File: config.mk
export PLATFORM = sky130hd
export DESIGN_NAME = if_fetch_unit_flat
export DESIGN_NICKNAME = d
export VERILOG_FILES = /design/src/rtl/if_fetch_unit_if.sv /design/src/rtl/if_fetch_unit.sv /design/src/flat_wrapper.sv
export SDC_FILE = /design/constraint.sdc
export NUM_CORES = 1
export LEC_CHECK = 0
export BUFFER_PORTS_ARGS = -buffer_cell sky130_fd_sc_hd__buf_2
export CAP_MARGIN = 20
export CORE_MARGIN = 1
export CORE_UTILIZATION = 49
export CTS_CLUSTER_SIZE = 16
export DETAILED_ROUTE_END_ITERATION = 12
export PLACE_DENSITY = 0.84
export SLEW_MARGIN = 10
export SYNTH_ARGS = -nofsm -noshare
export SYNTH_HDL_FRONTEND = slang
export SYNTH_SLANG_ARGS = --single-unit
export TNS_END_PERCENT = 50
File: constraint.sdc
create_clock -name clk -period 2.5 [get_ports clk]
set_input_delay 0.375 -clock clk [delete_from_list [all_inputs] [get_ports clk]]
set_output_delay 0.375 -clock clk [all_outputs]
set_load 0.02 [all_outputs]
File: src/rtl/if_fetch_unit_if.sv
// Purpose: IF/ID handshake bundle between the fetch unit and the decode stage.
//   o_if_valid  fetch -> decode  slot holds a live instruction
//   o_if_pc     fetch -> decode  byte address of o_if_instr
//   o_if_instr  fetch -> decode  fetched instruction word
//   i_id_ready  decode -> fetch  decode accepts the slot this cycle
interface if_fetch_unit_if;
  logic        o_if_valid;
  logic [31:0] o_if_pc;
  logic [31:0] o_if_instr;
  logic        i_id_ready;

  modport master (
    output o_if_valid,
    output o_if_pc,
    output o_if_instr,
    input  i_id_ready
  );

  modport slave (
    input  o_if_valid,
    input  o_if_pc,
    input  o_if_instr,
    output i_id_ready
  );
endinterface

File: src/rtl/if_fetch_unit.sv
// Purpose: instruction-fetch front end. Owns the PC, addresses a combinational
// instruction memory and captures the returned word into the IF/ID register.
// Supports redirect with squash, stall hold and a fault halt on misaligned or
// out-of-range fetch addresses.
// Ports:
//   clk, rst_n        clock, asynchronous active-low reset
//   o_imem_addr       byte address to imem (the pc register itself)
//   i_imem_data       instruction word for o_imem_addr
//   i_stall           hold pc and IF/ID register
//   i_redirect_valid  redirect pc to i_redirect_pc, squashing the slot
//   i_redirect_pc     redirect target
//   id_bus            IF/ID valid/ready handshake (master side)
//   o_fault           fetch fault latched, unit halted
//   o_fault_pc        address that caused the latched fault
module if_fetch_unit #(
  parameter logic [31:0] RESET_PC   = 32'h0000_0000,
  parameter int unsigned IMEM_WORDS = 2048,
  parameter logic [31:0] NOP_INSTR  = 32'h0000_0013
) (
  input  logic                    clk,
  input  logic                    rst_n,
  output logic [31:0]             o_imem_addr,
  input  logic [31:0]             i_imem_data,
  input  logic                    i_stall,
  input  logic                    i_redirect_valid,
  input  logic [31:0]             i_redirect_pc,
  if_fetch_unit_if.master         id_bus,
  output logic                    o_fault,
  output logic [31:0]             o_fault_pc
);

  typedef enum logic [1:0] {
    BOOT = 2'd0,
    RUN  = 2'd1,
    HALT = 2'd2
  } state_t;

  localparam logic [30:0] WORD_LIMIT = 31'(IMEM_WORDS);

  state_t      state_r, state_s;
  logic [31:0] pc_r, pc_s;
  logic        valid_r, valid_s;
  logic [31:0] if_pc_r, if_pc_s;
  logic [31:0] instr_r, instr_s;
  logic        fault_r, fault_s;
  logic [31:0] fault_pc_r, fault_pc_s;
  logic        pc_illegal_s;
  logic        hold_s;

  // Fetch legality: word aligned and inside the memory depth.
  assign pc_illegal_s = (pc_r[1:0] != 2'b00) || ({1'b0, pc_r[31:2]} >= WORD_LIMIT);
  // Hold when stalled or when decode has not taken a pending slot.
  assign hold_s = i_stall || (valid_r && !id_bus.i_id_ready);

  // Next-state and next-register computation for the fetch FSM.
  always_comb begin
    state_s    = state_r;
    pc_s       = pc_r;
    valid_s    = valid_r;
    if_pc_s    = if_pc_r;
    instr_s    = instr_r;
    fault_s    = fault_r;
    fault_pc_s = fault_pc_r;
    case (state_r)
      BOOT: begin
        // Settle cycle for imem; a redirect still lands in pc.
        state_s = RUN;
        if (i_redirect_valid) begin
          pc_s = i_redirect_pc;
        end else begin
          pc_s = pc_r;
        end
      end
      RUN: begin
        if (i_redirect_valid) begin
          // Squash wins over stall and backpressure.
          pc_s    = i_redirect_pc;
          valid_s = 1'b0;
          instr_s = NOP_INSTR;
        end else if (hold_s) begin
          pc_s    = pc_r;
          valid_s = valid_r;
        end else if (pc_illegal_s) begin
          // Reached only once any pending slot has been accepted.
          fault_s    = 1'b1;
          fault_pc_s = pc_r;
          valid_s    = 1'b0;
          state_s    = HALT;
        end else begin
          if_pc_s = pc_r;
          instr_s = i_imem_data;
          valid_s = 1'b1;
          pc_s    = pc_r + 32'd4;
        end
      end
      HALT: begin
        if (i_redirect_valid) begin
          fault_s = 1'b0;
          pc_s    = i_redirect_pc;
          valid_s = 1'b0;
          state_s = RUN;
        end else begin
          valid_s = 1'b0;
        end
      end
      default: begin
        state_s = BOOT;
        valid_s = 1'b0;
        instr_s = NOP_INSTR;
      end
    endcase
  end

  // State and pipeline register update with asynchronous reset.
  always_ff @(posedge clk or negedge rst_n) begin
    if (!rst_n) begin
      state_r    <= BOOT;
      pc_r       <= RESET_PC;
      valid_r    <= 1'b0;
      if_pc_r    <= 32'h0000_0000;
      instr_r    <= NOP_INSTR;
      fault_r    <= 1'b0;
      fault_pc_r <= 32'h0000_0000;
    end else begin
      state_r    <= state_s;
      pc_r       <= pc_s;
      valid_r    <= valid_s;
      if_pc_r    <= if_pc_s;
      instr_r    <= instr_s;
      fault_r    <= fault_s;
      fault_pc_r <= fault_pc_s;
    end
  end

  assign o_imem_addr       = pc_r;
  assign id_bus.o_if_valid = valid_r;
  assign id_bus.o_if_pc    = if_pc_r;
  assign id_bus.o_if_instr = instr_r;
  assign o_fault           = fault_r;
  assign o_fault_pc        = fault_pc_r;

endmodule
File: src/flat_wrapper.sv
// flat-port wrapper written by rule: the top's interface ports become plain ports
module if_fetch_unit_flat 
#(
  parameter logic [31:0] RESET_PC   = 32'h0000_0000,
  parameter int unsigned IMEM_WORDS = 2048,
  parameter logic [31:0] NOP_INSTR  = 32'h0000_0013
)
  (clk, rst_n, o_imem_addr, i_imem_data, i_stall, i_redirect_valid, i_redirect_pc, o_fault, o_fault_pc, id_bus_o_if_valid, id_bus_o_if_pc, id_bus_o_if_instr, id_bus_i_id_ready);
  if_fetch_unit_if id_bus_i ();
  input  logic clk;
  input  logic rst_n;
  output logic [31:0] o_imem_addr;
  input  logic [31:0] i_imem_data;
  input  logic i_stall;
  input  logic i_redirect_valid;
  input  logic [31:0] i_redirect_pc;
  output logic o_fault;
  output logic [31:0] o_fault_pc;
  output wire logic [$bits(id_bus_i.o_if_valid)-1:0] id_bus_o_if_valid;
  output wire logic [$bits(id_bus_i.o_if_pc)-1:0] id_bus_o_if_pc;
  output wire logic [$bits(id_bus_i.o_if_instr)-1:0] id_bus_o_if_instr;
  input wire logic [$bits(id_bus_i.i_id_ready)-1:0] id_bus_i_id_ready;
  assign id_bus_o_if_valid = id_bus_i.o_if_valid;
  assign id_bus_o_if_pc = id_bus_i.o_if_pc;
  assign id_bus_o_if_instr = id_bus_i.o_if_instr;
  assign id_bus_i.i_id_ready = id_bus_i_id_ready;
  if_fetch_unit #(.RESET_PC(RESET_PC), .IMEM_WORDS(IMEM_WORDS), .NOP_INSTR(NOP_INSTR)) u_core (.clk(clk), .rst_n(rst_n), .o_imem_addr(o_imem_addr), .i_imem_data(i_imem_data), .i_stall(i_stall), .i_redirect_valid(i_redirect_valid), .i_redirect_pc(i_redirect_pc), .id_bus(id_bus_i), .o_fault(o_fault), .o_fault_pc(o_fault_pc));
endmodule
Yosys cells after proc, flatten, opt, wreduce, memory -nomap -nowiden --
Cells that the tools add are included.
Storage, ports and cells: bits in registers 132, input port bits 69
Cells by class: $add $sub $neg 1, $lt $le $gt $ge 1, equality and inequality tests 9, multiplexer cells 23, bitwise gates (word level) 5, reduce and logical (&&, ||, !) cells 16
Operator list (count):
- 2-to-1 mux 32 bit | 7
- one-hot mux 32 bit (2 select lines) | 2
- adder 32 x 3 -> 32 bit (second input constant) | 1
- greater-or-equal comparator 30 x 12 -> 1 bit (second input constant) | 1
- AND reduction 4 bit | 4
- 2-to-1 mux 2 bit | 4
- 2-to-1 mux 1 bit | 7
- != test 2 bit (second input constant) | 3
- != test 3 bit (second input constant) | 2
- one-hot mux 2 bit (3 select lines) | 1
- nonzero test 2 bit | 3
- NOT 1 bit | 5
- AND reduction 5 bit | 1
- != test 2 x 1 -> 1 bit (second input constant) | 2
- one-hot mux 1 bit (2 select lines) | 2
- AND reduction 3 bit | 1
- == test 2 x 1 -> 1 bit (second input constant) | 1
- == test 2 bit (second input constant) | 1
- zero test 2 bit | 1
- logical OR 1 bit | 2
- AND reduction 2 bit | 1
- OR reduction 2 bit | 1
- logical AND 1 bit | 1
- zero test 1 bit | 1

Longest topological paths before layout --
Gate-level depths: netlist (run 1).
word-level depth 6, gate-level depth with buffers 8

Worst setup path before layout (run 1) --
Ideal clock, no wire load.
path kind register to register, from register u_core.pc_r[2], in the netlist u_core.o_imem_addr[2], to register u_core.pc_r[22], in the netlist u_core.o_imem_addr[22], library setup time 137 ps, arrival time 2089 ps, required time 2363 ps, slack 274 ps, cell stages (with the launch flop) 7, buffers on the path 0, path through dfrtp_1 > ha_1 > nand4_4 > or4_4 > or4_4 > o22ai_1 > a21oi_1
Between the ends: cells in the longest elaborated chain, start to end 5, elaborated cells on any way between the ends 9
Ends and longest elaborated chain:
- from (decl) | line if_fetch_unit.sv:41 | logic [31:0] pc_r, pc_s;
- from (signal assigned) | line if_fetch_unit.sv:126 | pc_r <= pc_s;
- adder 32 x 3 -> 32 bit | line if_fetch_unit.sv:93 | pc_s = pc_r + 32'd4;
- 2-to-1 mux 32 bit | line if_fetch_unit.sv:83 | end else if (pc_illegal_s) begin
- 2-to-1 mux 32 bit | line if_fetch_unit.sv:80 | end else if (hold_s) begin
- 2-to-1 mux 32 bit | line if_fetch_unit.sv:75 | if (i_redirect_valid) begin
- one-hot mux 32 bit (2 select lines) | line if_fetch_unit.sv:64 | case (state_r)
Several ways; a longest one is shown, not always the timed one. The select of a mux whose other input is x is not followed. A chain may end at the register's enable or synchronous reset.

Worst setup path after layout (run 1) --
from register u_core.pc_r[26], in the netlist u_core.o_imem_addr[26], to register u_core.instr_r[9], in the netlist u_core.id_bus.o_if_instr[9]
Between the ends: cells in the longest elaborated chain, start to end 4
Ends and longest elaborated chain:
- greater-or-equal comparator 30 x 12 -> 1 bit | line if_fetch_unit.sv:51 | assign pc_illegal_s = (pc_r[1:0] != 2'b00) || ({1'b0, pc_r[31:2]} >= WORD_LIMIT);
- logical OR 1 bit | line if_fetch_unit.sv:51
- != test 3 bit (no source line)
- AND reduction 3 bit (no source line)
- to (signal assigned) | line if_fetch_unit.sv:129 | instr_r <= instr_s;
- to (decl) | line if_fetch_unit.sv:44 | logic [31:0] instr_r, instr_s;
Every way passes these cells.

==> results of run 1 <==
[worst max-delay path, delay by kind of cell (launching register included)]
family / cells / cell delay [ns]
compound gates: 2 / 0.37
buf+inv: 1 / 0.24
flops: 1 / 0.45
simple gates: 3 / 1.13
[metal layers]
| metal | up-vias | track usage | routed length [µm] |
|---|---|---|---|
| met3 | 34 | 0.07809 | 1425 |
| met5 | - | 0 | 0 |
| met2 | 273 | 0.4551 | 7554 |
| li1 | 2087 | - | - |
| met1 | 2275 | 0.3120 | 5838 |
| met4 | 0 | 0.1223 | 297 |
[through the flow]
step / cell area (µm²) / worst slack, ns / power, W / util
2_1_floorplan: 5485 / 0.2737 / 0.003414 / -
3_3_place_gp: 6738 / 0.3382 / 0.003963 / 0.6188
3_5_place_dp: 6738 / 0.2012 / 0.004016 / 0.6188
4_1_cts: 7336 / 0.1860 / 0.006465 / 0.6738
5_1_grt: 7336 / 0.05344 / 0.006670 / 0.6738
6_report: 7336 / 0.1760 / 0.006421 / 0.6738
[sequential cells by signal, summed over array words and instances, names as in the netlist]
register / count
u_core.id_bus.o_if_instr: 32
u_core.id_bus.o_if_pc: 32
u_core.o_fault_pc: 32
u_core.o_imem_addr: 32
u_core.state_r: 2
u_core.o_fault: 1
u_core.id_bus.o_if_valid: 1
[power by group]
part | internal, W | switching, W | leakage, nW
logic | 0.000514 | 0.000831 | 1.78
registers | 0.00241 | 0.000240 | 1.67
clock network | 0.00155 | 0.000884 | 0.283
[area by class of cell]
class / count / area [µm²] / share of cell area
repair buffers: 220 / 1190 / 0.1622
flip-flops and latches: 132 / 3307 / 0.4508
clock inverters: 8 / 97.59 / 0.01330
inverters: 9 / 33.78 / 0.004605
well taps: 140 / 175.2 / 0.02388
multi-input cells: 290 / 2042 / 0.2784
clock buffers: 24 / 490.5 / 0.06686
[kinds of logic (layout without fill, tap and decap cells)]
| kind of cell | Yosys count | in the layout |
|---|---|---|
| AOI/OAI and AO/OA | 102 | 102 |
| adders and majority gates | 2 | 2 |
| muxes | 40 | 40 |
| DFF | 132 | 132 |
| and+or+nand+nor | 146 | 146 |
| buffers and inverters | 33 | 261 |
[cell usage after synthesis (2+ instances only)]
cell type  count  area (µm²)
clkbuf_1      10       37.54
nand4_4        2       42.54
o211ai_1       5       37.54
and2_1        23       143.9
a21oi_1       19       95.09
nor4_1         6       37.54
o31ai_1        4       30.03
buf_2         10       50.05
ha_1           2       25.02
or4_4          2       22.52
o21ai_1        2       10.01
nor2_1        24       90.09
buf_4          3       22.52
o21ai_0       14       70.07
nand2_1       49       183.9
mux2_1         5       56.30
o221ai_1       3       26.28
a2bb2oi_1      4       35.03
nor3_1         5       25.02
nand2b_1       2       12.51
o21a_1         3       22.52
and3_1         4       25.02
mux2_2        35       394.1
dfstp_2        3       78.83
a22o_1        29       254.0
nor4_4         2       42.54
dfrtp_1      129        3228
nand4_1        8       50.05
nand3_1        8       40.04
nor3b_1        2       15.01
inv_1          9       33.78
o22ai_1        9       56.30
[worst min path at each step]
stage                     depth (start not counted)         startpoint                            to  slack (ns)
after floorplan                                   0              rst_n  u_core.id_bus.o_if_instr[10]        0.08
after global placement                            1              rst_n         u_core.o_fault_pc[26]        0.37
after detailed placement                          1              rst_n        u_core.o_imem_addr[28]        0.39
after CTS                                         3  i_redirect_pc[25]        u_core.o_imem_addr[25]        0.01
after global routing                              3  i_redirect_pc[25]        u_core.o_imem_addr[25]        0.04
final                                             3  i_redirect_pc[25]        u_core.o_imem_addr[25]        0.03
[what timing repair did]
item / in CTS / in global routing
resized for setup: 0 / 0
hold buffers: 1 / 0
hold endpoints to repair: 55 / 0
==> reports/metrics.yaml, run 1 <==
floorplan:
  die_w_um: 107.8
  die_y_um: 107.8
  start_util: 0.5038
  dieArea_um2: 11620
  core_um2: 10890
  placement_rows: 38
  io_pins: 199
finish:
  drive_above_1_share: 0.4422
  areaGrowthSynthToFinish_pct: 33.74
  layout.cells.non_filler: 823
  antenna_cells: 0
  final_cell_mix: "buf_2 (197), dfrtp_1 (129), nand2_1 (49)"
  mostFrequentLayoutCell: "buf_2"
  n_fill_cell: 838
  layout.nets: 741
global_routing:
  grt_max_degree: 62
  antenna_found_initial: 0
  grt-ovfl-total: 0
  grt_pass1_vias: 4790
  track_usage: 0.2679
  grt_pass1_wl_um: 23600
worst_setup_path:
  rr_worst_depth: 6
  end_kind: "flop"
  r2r-start: "u_core.o_imem_addr[26]"
  crit_chain: "nor4_1 > nand2_1 > nor3b_1 > o31ai_4 > buf_4 > a22o_1"
  cp-start-kind: "flop"
  slowest_delay_ns: 0.49
  cp.arrival_ns: 2.73
  cp-endpoint: "u_core.id_bus.o_if_instr[9]"
  startpoint: "u_core.o_imem_addr[26]"
  critPathMaxFanout: 32
  crit_path_top_delay_cell: "nor3b_1"
  r2r_slack_ns: 0.18
  timing.rr.end: "u_core.id_bus.o_if_instr[9]"
  crit_required_ns: 2.91
  critical_path_class: "flop to flop"
timing:
  rsz0062_at_grt: "no"
  period_share: 0.9296
  fin_crit_ns: 2.324
  slew_headroom: 0.5380
  skew_ns: 0.005748
  timing.fmax_mhz: 430.3
  fin_hold_ws_ns: 0.03308
  setup_viol: 0
  fin_setup_tns_ns: 0
  worst_pin_slew_ns: 0.6931
  finalMaxSlewViolations: 0
  finalHoldViolCount: 0
yosys:
  synth_cell_types: 52
  synth.net_count: 526
  yosys_warnings: 0
  seq_area_frac_synth: 0.6029
  synthAdderAreaFrac: 0.004562
  synth_edf_count: 0
  synthArstFlopShare: 1.000
  syn_inst: 455
  synthXorXnorAreaFrac: 0
  synth_flop_cell: "dfrtp_1"
  synth-simple-area-share: 0.1483
  synth_compound_area_frac: 0.1339
  syn_area_um2: 5485
  synth.mux.area_fraction: 0.08212
  synth_top_family_by_area: "simple AND/OR/NAND/NOR gates"
  avgSynthCellArea_um2: 12.06
  ys_ff_latch: 132
outcome:
  status: "finished, final reports clean"
place:
  hpwl_um: 10670
  portBuffers: 198
  dp.cells: 790
  gp_congestion: 0.8213
route:
  detail-route-antenna-nets: 0
  num_vias: 4669
  post_drt_wl_per_cell_um: 18.37
  drt_wl_total_um: 15120
  drcViolationCount: 0
  vias_per_cell: 5.673
  firstDrtPassIters: 5
  drt-initial-drc-count: 358
cts:
  cts_setup_buffers: 0
  cts.clk_slew.worst_paths_ns: 0.06
  clock_path_buffers: 2
  clock-root-buffer: "clkbuf_8"
  clock-sinks: 132
  cts_htree_levels: 4
  clk_latency_ns: 0.53
  cts_tree: "yes"
  numCtsBuffers: 17
worst_hold_path:
  hp-class: "primary input to flop"
power_and_ir_drop:
  pwr_density_cell_nw_per_um2: 875.3
  vdd_drop_max_mv: 0.5659
  p_leak_nw: 3.731
run:
  maxCapViolCount: 0
No activity file was read; power rests on OpenSTA's default activity.
==> run 2: changes to the inputs <==
Settings changed: REMOVE_ABC_BUFFERS set to 1.
==> run 2 against run 1 <==
  * Total power shrank 4.6%
  * Critical path depth is the same
  * Fmax grew 0.15%
  * Hold slack gained 0.025 ns
  * Cell count shrank 0.24%
  * Largest cell class unchanged
==> reports/metrics.yaml, run 2 (synthesis gave the netlist of run 1 again) <==
floorplan:
  start_util: 0.5038  # unchanged
  core_um2: 10890  # unchanged
  die_w_um: 107.8  # unchanged
  placement_rows: 38  # unchanged
  io_pins: 199  # unchanged
  die_y_um: 107.8  # unchanged
  dieArea_um2: 11620  # unchanged
finish:
  final_cell_mix: "buf_2 (197), dfrtp_1 (129), nand2_1 (49)"
  n_fill_cell: 855  # +2.0%
  drive_above_1_share: 0.4412  # -0.0009904
  mostFrequentLayoutCell: "buf_2"
  final_util: 0.6652  # -0.008504
  areaGrowthSynthToFinish_pct: 32.05
  layout.cells.non_filler: 821  # -0.24%
  layout.nets: 738  # -0.40%
route:
  detail-route-antenna-nets: 0  # unchanged
  num_vias: 4503  # -3.6%
  post_drt_wl_per_cell_um: 16.80  # -8.5%
  drcViolationCount: 0  # unchanged
  vias_per_cell: 5.485  # -3.3%
  drt-initial-drc-count: 301  # -16%
  firstDrtPassIters: 4  # -1
  drt_wl_total_um: 13790  # -8.8%
cts:
  clock_path_buffers: 2  # unchanged
  numCtsBuffers: 17  # unchanged
  cts.clk_slew.worst_paths_ns: 0.06  # about the same
  cts_resized: 0  # unchanged
  clk_latency_ns: 0.52  # about the same
  clock-root-buffer: "clkbuf_8"
  cts_htree_levels: 4  # unchanged
  cts_tree: "yes"
  clock-sinks: 132  # unchanged
worst_setup_path:
  crit_chain: "nor4_4 > nand4_4 > nor3b_1 > o31ai_4 > buf_4 > a22o_1"
  crit_path_top_delay_cell: "nor3b_1"
  cp.arrival_ns: 2.71  # -0.02 ns
  cp-start-kind: "flop"
  end_kind: "flop"
  crit_required_ns: 2.89  # -0.02 ns
  rr_worst_depth: 6  # unchanged
  critPathMaxFanout: 32  # unchanged
  critical_path_class: "flop to flop"
  slowest_delay_ns: 0.55  # +0.06 ns
  startpoint: "u_core.o_imem_addr[19]"
  r2r-start: "u_core.o_imem_addr[19]"
place:
  hpwl_um: 9877  # -7.4%
  dp.cells: 787  # -0.38%
  portBuffers: 198  # unchanged
  gp_congestion: 0.8272  # +0.72%
power_and_ir_drop:
  totalPowerFinal_w: 0.006128  # -4.6%
  pwr_density_cell_nw_per_um2: 846.1  # -3.3%
  p_leak_nw: 3.674  # -1.5%
  vdd_drop_max_mv: 0.5280  # -6.7%
timing:
  fin_crit_ns: 2.321  # -0.003415 ns
  skew_ns: 0.01348  # +0.007727 ns
  fin_hold_ws_ns: 0.05856  # +0.02548 ns
  period_share: 0.9283  # -0.001366
  finalHoldViolCount: 0  # unchanged
  slew_headroom: 0.5787  # +0.04071
  rsz0062_at_grt: "no"
  worst_pin_slew_ns: 0.6320  # -0.06106 ns
  timing.fmax_mhz: 430.9  # +0.15%
  setup_viol: 0  # unchanged
  finalMaxSlewViolations: 0  # unchanged
global_routing:
  track_usage: 0.2467  # -0.02129
  grt_max_degree: 66  # +6.5%
  grt.busiest_layer: "met2"
  grt_pass1_wl_um: 21750  # -7.8%
  antenna_found_initial: 1  # +1
  grt-ovfl-total: 0  # unchanged
  globalRouteMet2Util: 0.4057  # -0.04945
  grt_pass1_vias: 4342  # -9.4%
  met1_usage: 0.3026  # -0.009359
  use_met3: 0.07324  # -0.004843
worst_hold_path:
  hp-class: "primary input to flop"
  min-delay-start: "i_redirect_pc[1]"
  hold_path_depth: 3  # unchanged
run:
  maxCapViolCount: 0  # unchanged
outcome:
  status: "finished, final reports clean"
## run 2: final timing paths
check	end	slack (ns)
max	u_core.id_bus.o_if_instr[15]	0.18
min	u_core.o_imem_addr[1]	0.06
max reg2reg	u_core.id_bus.o_if_instr[15]	0.18
min reg2reg	u_core.id_bus.o_if_instr[1]	0.46
max in group asynchronous	u_core.id_bus.o_if_instr[24]	1.33
min in group asynchronous	u_core.o_fault_pc[14]	0.39
## run 2: critical path: cells and delay by family (launching register included)
family          cells  cell delay, ns
simple gates        3            1.10
flops               1            0.47
compound gates      2            0.36
buf+inv             1            0.25
## run 2: area by class of cell
class / instances / area, µm² / share of cell area
Antenna cell: 1 / 2.502 / 0.0003455
Clock buffer: 20 / 445.4 / 0.06150
Clock inverter: 12 / 82.58 / 0.01140
Inverter: 9 / 33.78 / 0.004664
Multi-Input combinational cell: 290 / 2042 / 0.2819
Sequential cell: 132 / 3307 / 0.4566
Tap cell: 140 / 175.2 / 0.02418
Timing Repair Buffer: 217 / 1155 / 0.1594
## run 2: stage by stage
stage	setup WS (ns)	instance area (µm²)	setup TNS [ns]
6_report	0.1794	7243	0
5_1_grt	0.009457	7243	0
4_1_cts	0.1544	7241	0
3_5_place_dp	0.1861	6703	0
3_3_place_gp	0.3039	6703	0
2_1_floorplan	-0.7435	5364	-24.43
## run 2: layer usage
layer,up-vias,share of wire
met5,-,0
met4,0,0.020
met3,23,0.076
met2,211,0.50
met1,2190,0.41
li1,2079,-
## run 2: timing repair
item / in CTS / in global routing
buffers inserted: 0 / 0
hold buffers: 1 / 0
hold endpoints to repair: 59 / 0
## run 2: where the power goes
part | internal (W) | switching [W]
clock network | 0.00126 | 0.000918
registers | 0.00240 | 0.000239
logic | 0.000502 | 0.000800
total | 0.00417 | 0.00196
